--- src/rtl/uart_rx_ctrl.sv ---
// uart_rx_ctrl: sequences the UART receiver (divisor, enable, reset) and buffers received bytes in a FIFO with overrun/irq
module uart_rx_ctrl #(
  parameter int          FIFO_DEPTH  = 4,
  parameter int          PTR_W       = 2,
  parameter logic [31:0] DEFAULT_DIV = 32'd5208,
  parameter logic [31:0] MIN_DIV     = 32'd16,
  parameter int          IRQ_LEVEL   = 1
) (
  input  logic             clk,
  input  logic             reset,
  input  logic             enable,
  input  logic             cfg_we,
  input  logic [31:0]      cfg_div,
  output logic [31:0]      clk_count_bit,
  output logic             rx_rst,
  output logic             rx_en,
  input  logic [7:0]       rx_data,
  input  logic             rx_end,
  input  logic             rd_req,
  output logic [7:0]       rd_data,
  output logic             rd_valid,
  output logic [PTR_W:0]   count,
  output logic             overrun,
  input  logic             ovr_clr,
  output logic             irq
);
  typedef enum logic [1:0] {FLUSH, IDLE, LISTEN, HOLD} state_t;
  localparam logic [PTR_W:0] DEPTH = (PTR_W+1)'(FIFO_DEPTH);
  localparam logic [PTR_W:0] LEVEL = (PTR_W+1)'(IRQ_LEVEL);
  state_t           state_q, state_d;
  logic             flush_cnt_q, flush_cnt_d;
  logic [PTR_W-1:0] wr_ptr_q, rd_ptr_q;
  logic [PTR_W:0]   count_q, count_d;
  logic             overrun_q;
  logic [31:0]      div_q;
  logic [7:0]       mem_q [FIFO_DEPTH];
  logic             full, pop, rx_ok, push, ovr_set;
  assign full    = count_q == DEPTH;
  assign pop     = rd_req & (count_q != '0);
  assign rx_ok   = rx_end & (state_q != FLUSH);
  // a simultaneous pop frees the slot before the push claims it
  assign push    = rx_ok & (~full | pop);
  assign ovr_set = rx_ok & full & ~pop;
  assign count_d = (push & ~pop) ? count_q + 1'b1 : (pop & ~push) ? count_q - 1'b1 : count_q;
  always_comb begin
    state_d     = state_q;
    flush_cnt_d = 1'b0;
    unique case (state_q)
      FLUSH: begin
        flush_cnt_d = ~flush_cnt_q;
        if (flush_cnt_q) state_d = enable ? LISTEN : IDLE;
      end
      IDLE:   state_d = enable ? LISTEN : IDLE;
      LISTEN: state_d = !enable ? IDLE : (count_d == DEPTH) ? HOLD : LISTEN;
      HOLD:   state_d = !enable ? IDLE : (count_d != DEPTH) ? LISTEN : HOLD;
      default: state_d = FLUSH;
    endcase
    if (cfg_we) begin
      state_d     = FLUSH;
      flush_cnt_d = 1'b0;
    end
  end
  always_ff @(posedge clk or posedge reset) begin
    if (reset) begin
      state_q     <= FLUSH;
      flush_cnt_q <= 1'b0;
      wr_ptr_q    <= '0;
      rd_ptr_q    <= '0;
      count_q     <= '0;
      overrun_q   <= 1'b0;
      div_q       <= DEFAULT_DIV;
    end else begin
      state_q     <= state_d;
      flush_cnt_q <= flush_cnt_d;
      count_q     <= count_d;
      overrun_q   <= ovr_set | (overrun_q & ~ovr_clr);
      if (push) wr_ptr_q <= wr_ptr_q + 1'b1;
      if (pop) rd_ptr_q <= rd_ptr_q + 1'b1;
      if (cfg_we) div_q <= (cfg_div < MIN_DIV) ? MIN_DIV : cfg_div;
    end
  end
  always_ff @(posedge clk) begin
    if (push) mem_q[wr_ptr_q] <= rx_data;
  end
  assign clk_count_bit = div_q;
  assign rx_rst        = state_q == FLUSH;
  assign rx_en         = state_q == LISTEN;
  assign rd_data       = mem_q[rd_ptr_q];
  assign rd_valid      = count_q != '0;
  assign count         = count_q;
  assign overrun       = overrun_q;
  assign irq           = (count_q >= LEVEL) | overrun_q;
endmodule

--- config.mk ---
export PLATFORM = sky130hd
export DESIGN_NAME = uart_rx_ctrl
export DESIGN_NICKNAME = d
export VERILOG_FILES = /design/src/rtl/uart_rx_ctrl.sv
export SDC_FILE = /design/constraint.sdc
export NUM_CORES = 1
export LEC_CHECK = 0
export CORE_MARGIN = 2
export CORE_UTILIZATION = 40
export CTS_CLUSTER_DIAMETER = 150
export DETAILED_ROUTE_END_ITERATION = 10
export GPL_TIMING_DRIVEN = 0
export PLACE_DENSITY = 0.79
export SYNTH_ARGS = -nofsm -noshare
export SYNTH_HDL_FRONTEND = slang
export SYNTH_SLANG_ARGS = --single-unit
export TNS_END_PERCENT = 100
--- constraint.sdc ---
create_clock -name clk -period 2.83 [get_ports clk]
set_input_delay 0.566 -clock clk [delete_from_list [all_inputs] [get_ports clk]]
set_output_delay 0.566 -clock clk [all_outputs]
set_load 0.005 [all_outputs]
==> results.toml <==
[status]
outcome = "complete, no violations"

[synth]
yosysUniqueCellTypes = 42
synth-warning-count = 0
synth_top_family_by_area = "multiplexers"
synth-xor-area-share_pct = 1.10
synth-compound-area-share_pct = 5.05
postSynthCellCount = 213
synth_nets = 268
synthSimpleGateAreaFrac_pct = 7.64
yosysSeqAreaShare_pct = 64.0
ys.flop_type = "dfrtp_1"
synthArstFlopShare_pct = 57.3
muxShareOfSynthArea_pct = 15.6
syn-cell-area_um2 = 3190
yosys.area_share.adder_pct = 3.13
synth-edff-count = 32
syn_area_per_cell_um2 = 15.0
synth_seq_cells = 75

[placement]
post-place-ws_ns = 0.263
dp_cells = 410
portBuffers = 94
place_congestion = 0.729
placed_area_um2 = 4280
post-dp-hpwl_um = 4790

[worst_setup_path]
cp.arrival_ns = 2.01
worstSetupPathType = "reg -> out"
reg2reg_depth = 4
worstPathRequired_ns = 2.26
end_kind = "output port"
cp-start-kind = "flop"
cp_max_fo = 10

[clocking]
cts_tree = "yes"
clk_transition_reported_paths_ns = 0.08
clock_latency_ns = 0.35
clock-root-buffer = "clkbuf_8"
cts_setup_buffers = 0
cts_num_sinks = 75
cts_buffers = 9
cts_max_level = 3
clockBufferDepth = 2
post_cts_resized = 0
cts_hold_buffers = 0

[die]
fp.dieW_um = 93.4
rows = 32
boundaryPins = 95
initial_core_util_pct = 41.3
dieArea_um2 = 8720
fp.dieH_um = 93.4
design.core.area_um2 = 7730

[sta]
rsz0062_at_grt = "false"
slew_viol_final = 0
hold-worst-slack_ns = 0.436
fin_tns_setup_ns = 0
max_freq_mhz = 388
min_period_ns = 2.58
slew_headroom_pct = 63.1
fin_worst_skew_ns = 0.00472
worst_slack_ns = 0.252
setup_viol = 0
hold_viol = 0
worstMarginPinSlew_ns = 0.553
period_share_pct = 91.1

[final_layout]
final_cell_mix = "94 x clkdlybuf4s50_1, 38 x dfrtp_1, 32 x edfxtp_1, 27 x mux2_2, 13 x nand2_1"
syn_to_final_growth_pct = 39.7
drive_gt1_share_pct = 21.6
fillers = 620
final_common_cell = "clkdlybuf4s50_1"
layout.cells.non_filler = 426
fin_nets = 374
num_antenna_cells = 0
fin_area_um2 = 4460

[power_and_ir_drop]
peakVddDrop_uv = 390
p_leak_uw = 0.00170
pwr_density_cell_nw_per_um2 = 706

[hold_path]
hp-class = "reg -> reg"
min_delay_path_depth = 1

[detailed_routing]
first_iter_violations = 54
vias_per_cell = 4.96
drc = 0
post_drt_wl_per_cell_um = 15.3
via_count = 2114
dr.pass1.iters = 6
ant_nets = 0
routed_wl_um = 6520

[run]
drv_cap = 0

[global_route]
gr-total-overflow = 0
grt_pass1_wl_um = 10500
first_global_vias = 2252
track_usage_pct = 15.8
grt_start_max_net_pins = 32
antenna_found_initial = 0
per-stage QoR:
| step | utilization, % | total power [µW] |
|---|---|---|
| after floorplan | - | 1950 |
| after global routing | 57.8 | 3350 |
| after detailed placement | 55.4 | 2440 |
| final | 57.8 | 3150 |
| after global placement | 55.2 | 2400 |
| after CTS | 57.8 | 3190 |
final cells by class:
cell class | count | area (µm²) | area share [%]
flip-flops and latches | 75 | 2040 | 45.8
multi-input cells | 115 | 1040 | 23.3
repair buffers | 95 | 961 | 21.5
well taps | 102 | 128 | 2.86
clock buffers | 9 | 124 | 2.78
plain buffers | 10 | 62.6 | 1.40
clock inverters | 7 | 56.3 | 1.26
inverters | 13 | 48.8 | 1.09
synth_stat cells (2+ instances only):
master | n | area, µm²
mux4_2 | 8 | 180
buf_2 | 2 | 10.0
nor2_1 | 8 | 30.0
nand3_1 | 2 | 10.0
buf_6 | 3 | 33.8
nand2_1 | 13 | 48.8
mux2_2 | 27 | 304
nor4_1 | 9 | 56.3
and2_1 | 5 | 31.3
dfstp_2 | 5 | 131
edfxtp_1 | 32 | 961
inv_1 | 13 | 48.8
dfrtp_1 | 38 | 951
ha_1 | 8 | 100
clkbuf_1 | 3 | 11.3
xnor2_1 | 4 | 35.0
a21oi_1 | 2 | 10.0
o21ai_0 | 2 | 10.0
buf_1 | 2 | 7.51
o22ai_1 | 4 | 25.0
nand4_1 | 2 | 12.5
per-layer routing:
layer  GRT usage (%)  up-vias  routed length (µm)
li1                -      999                   -
met1            18.7     1025                2780
met2            25.1       82                3030
met3            7.33        8                 629
met4            6.25        0                  89
met5               0        -                   0
critical path: stages, from the launching register on:
cell             delay (ns)
dfrtp_1                0.34
buf_2                  0.31
mux4_2                 0.56
clkdlybuf4s50_1        0.46
state kept, by name, summed over array words and instances (netlist names):
register	count
state_q	2
wr_ptr_q	2
rd_ptr_q	2
clk_count_bit	32
flush_cnt_q	1
overrun	1
count	3
mem_q	32
power breakdown:
part | switching, µW | internal (µW) | total [µW] | leakage, µW
Combinational | 437 | 619 | 1060 | 0.000814
Sequential | 78.4 | 1270 | 1350 | 0.000796
Clock | 419 | 330 | 750 | 0.0000910
Total | 935 | 2220 | 3150 | 0.00170
final timing paths:
path / start / to / slack (ns)
max: rd_ptr_q[0]$_DFFE_PP0N_ / rd_data[6] / 0.25
max reg2reg: count[0]$_DFF_PP0_ / mem_q[2][3]$_DFFE_PP_ / 0.64
min in group asynchronous: reset / clk_count_bit[1]$_DFFE_PP0P_ / 0.49
min reg2reg: flush_cnt_q$_DFF_PP0_ / flush_cnt_q$_DFF_PP0_ / 0.44
min: flush_cnt_q$_DFF_PP0_ / flush_cnt_q$_DFF_PP0_ / 0.44
max in group asynchronous: reset / clk_count_bit[10]$_DFFE_PP1P_ / 1.81
cells by family (layout without fill, tap and decap cells):
logic type               after synthesis  count (layout)
AND/OR/NAND/NOR                       46              46
flip-flops                            75              75
XOR/XNOR                               4               4
multiplexers                          36              36
AO/OA/AOI/OAI                         21              21
adder cells (fa/ha/maj)                8               8
buffers and inverters                 23             134
Power figures use the tool's default switching activity.
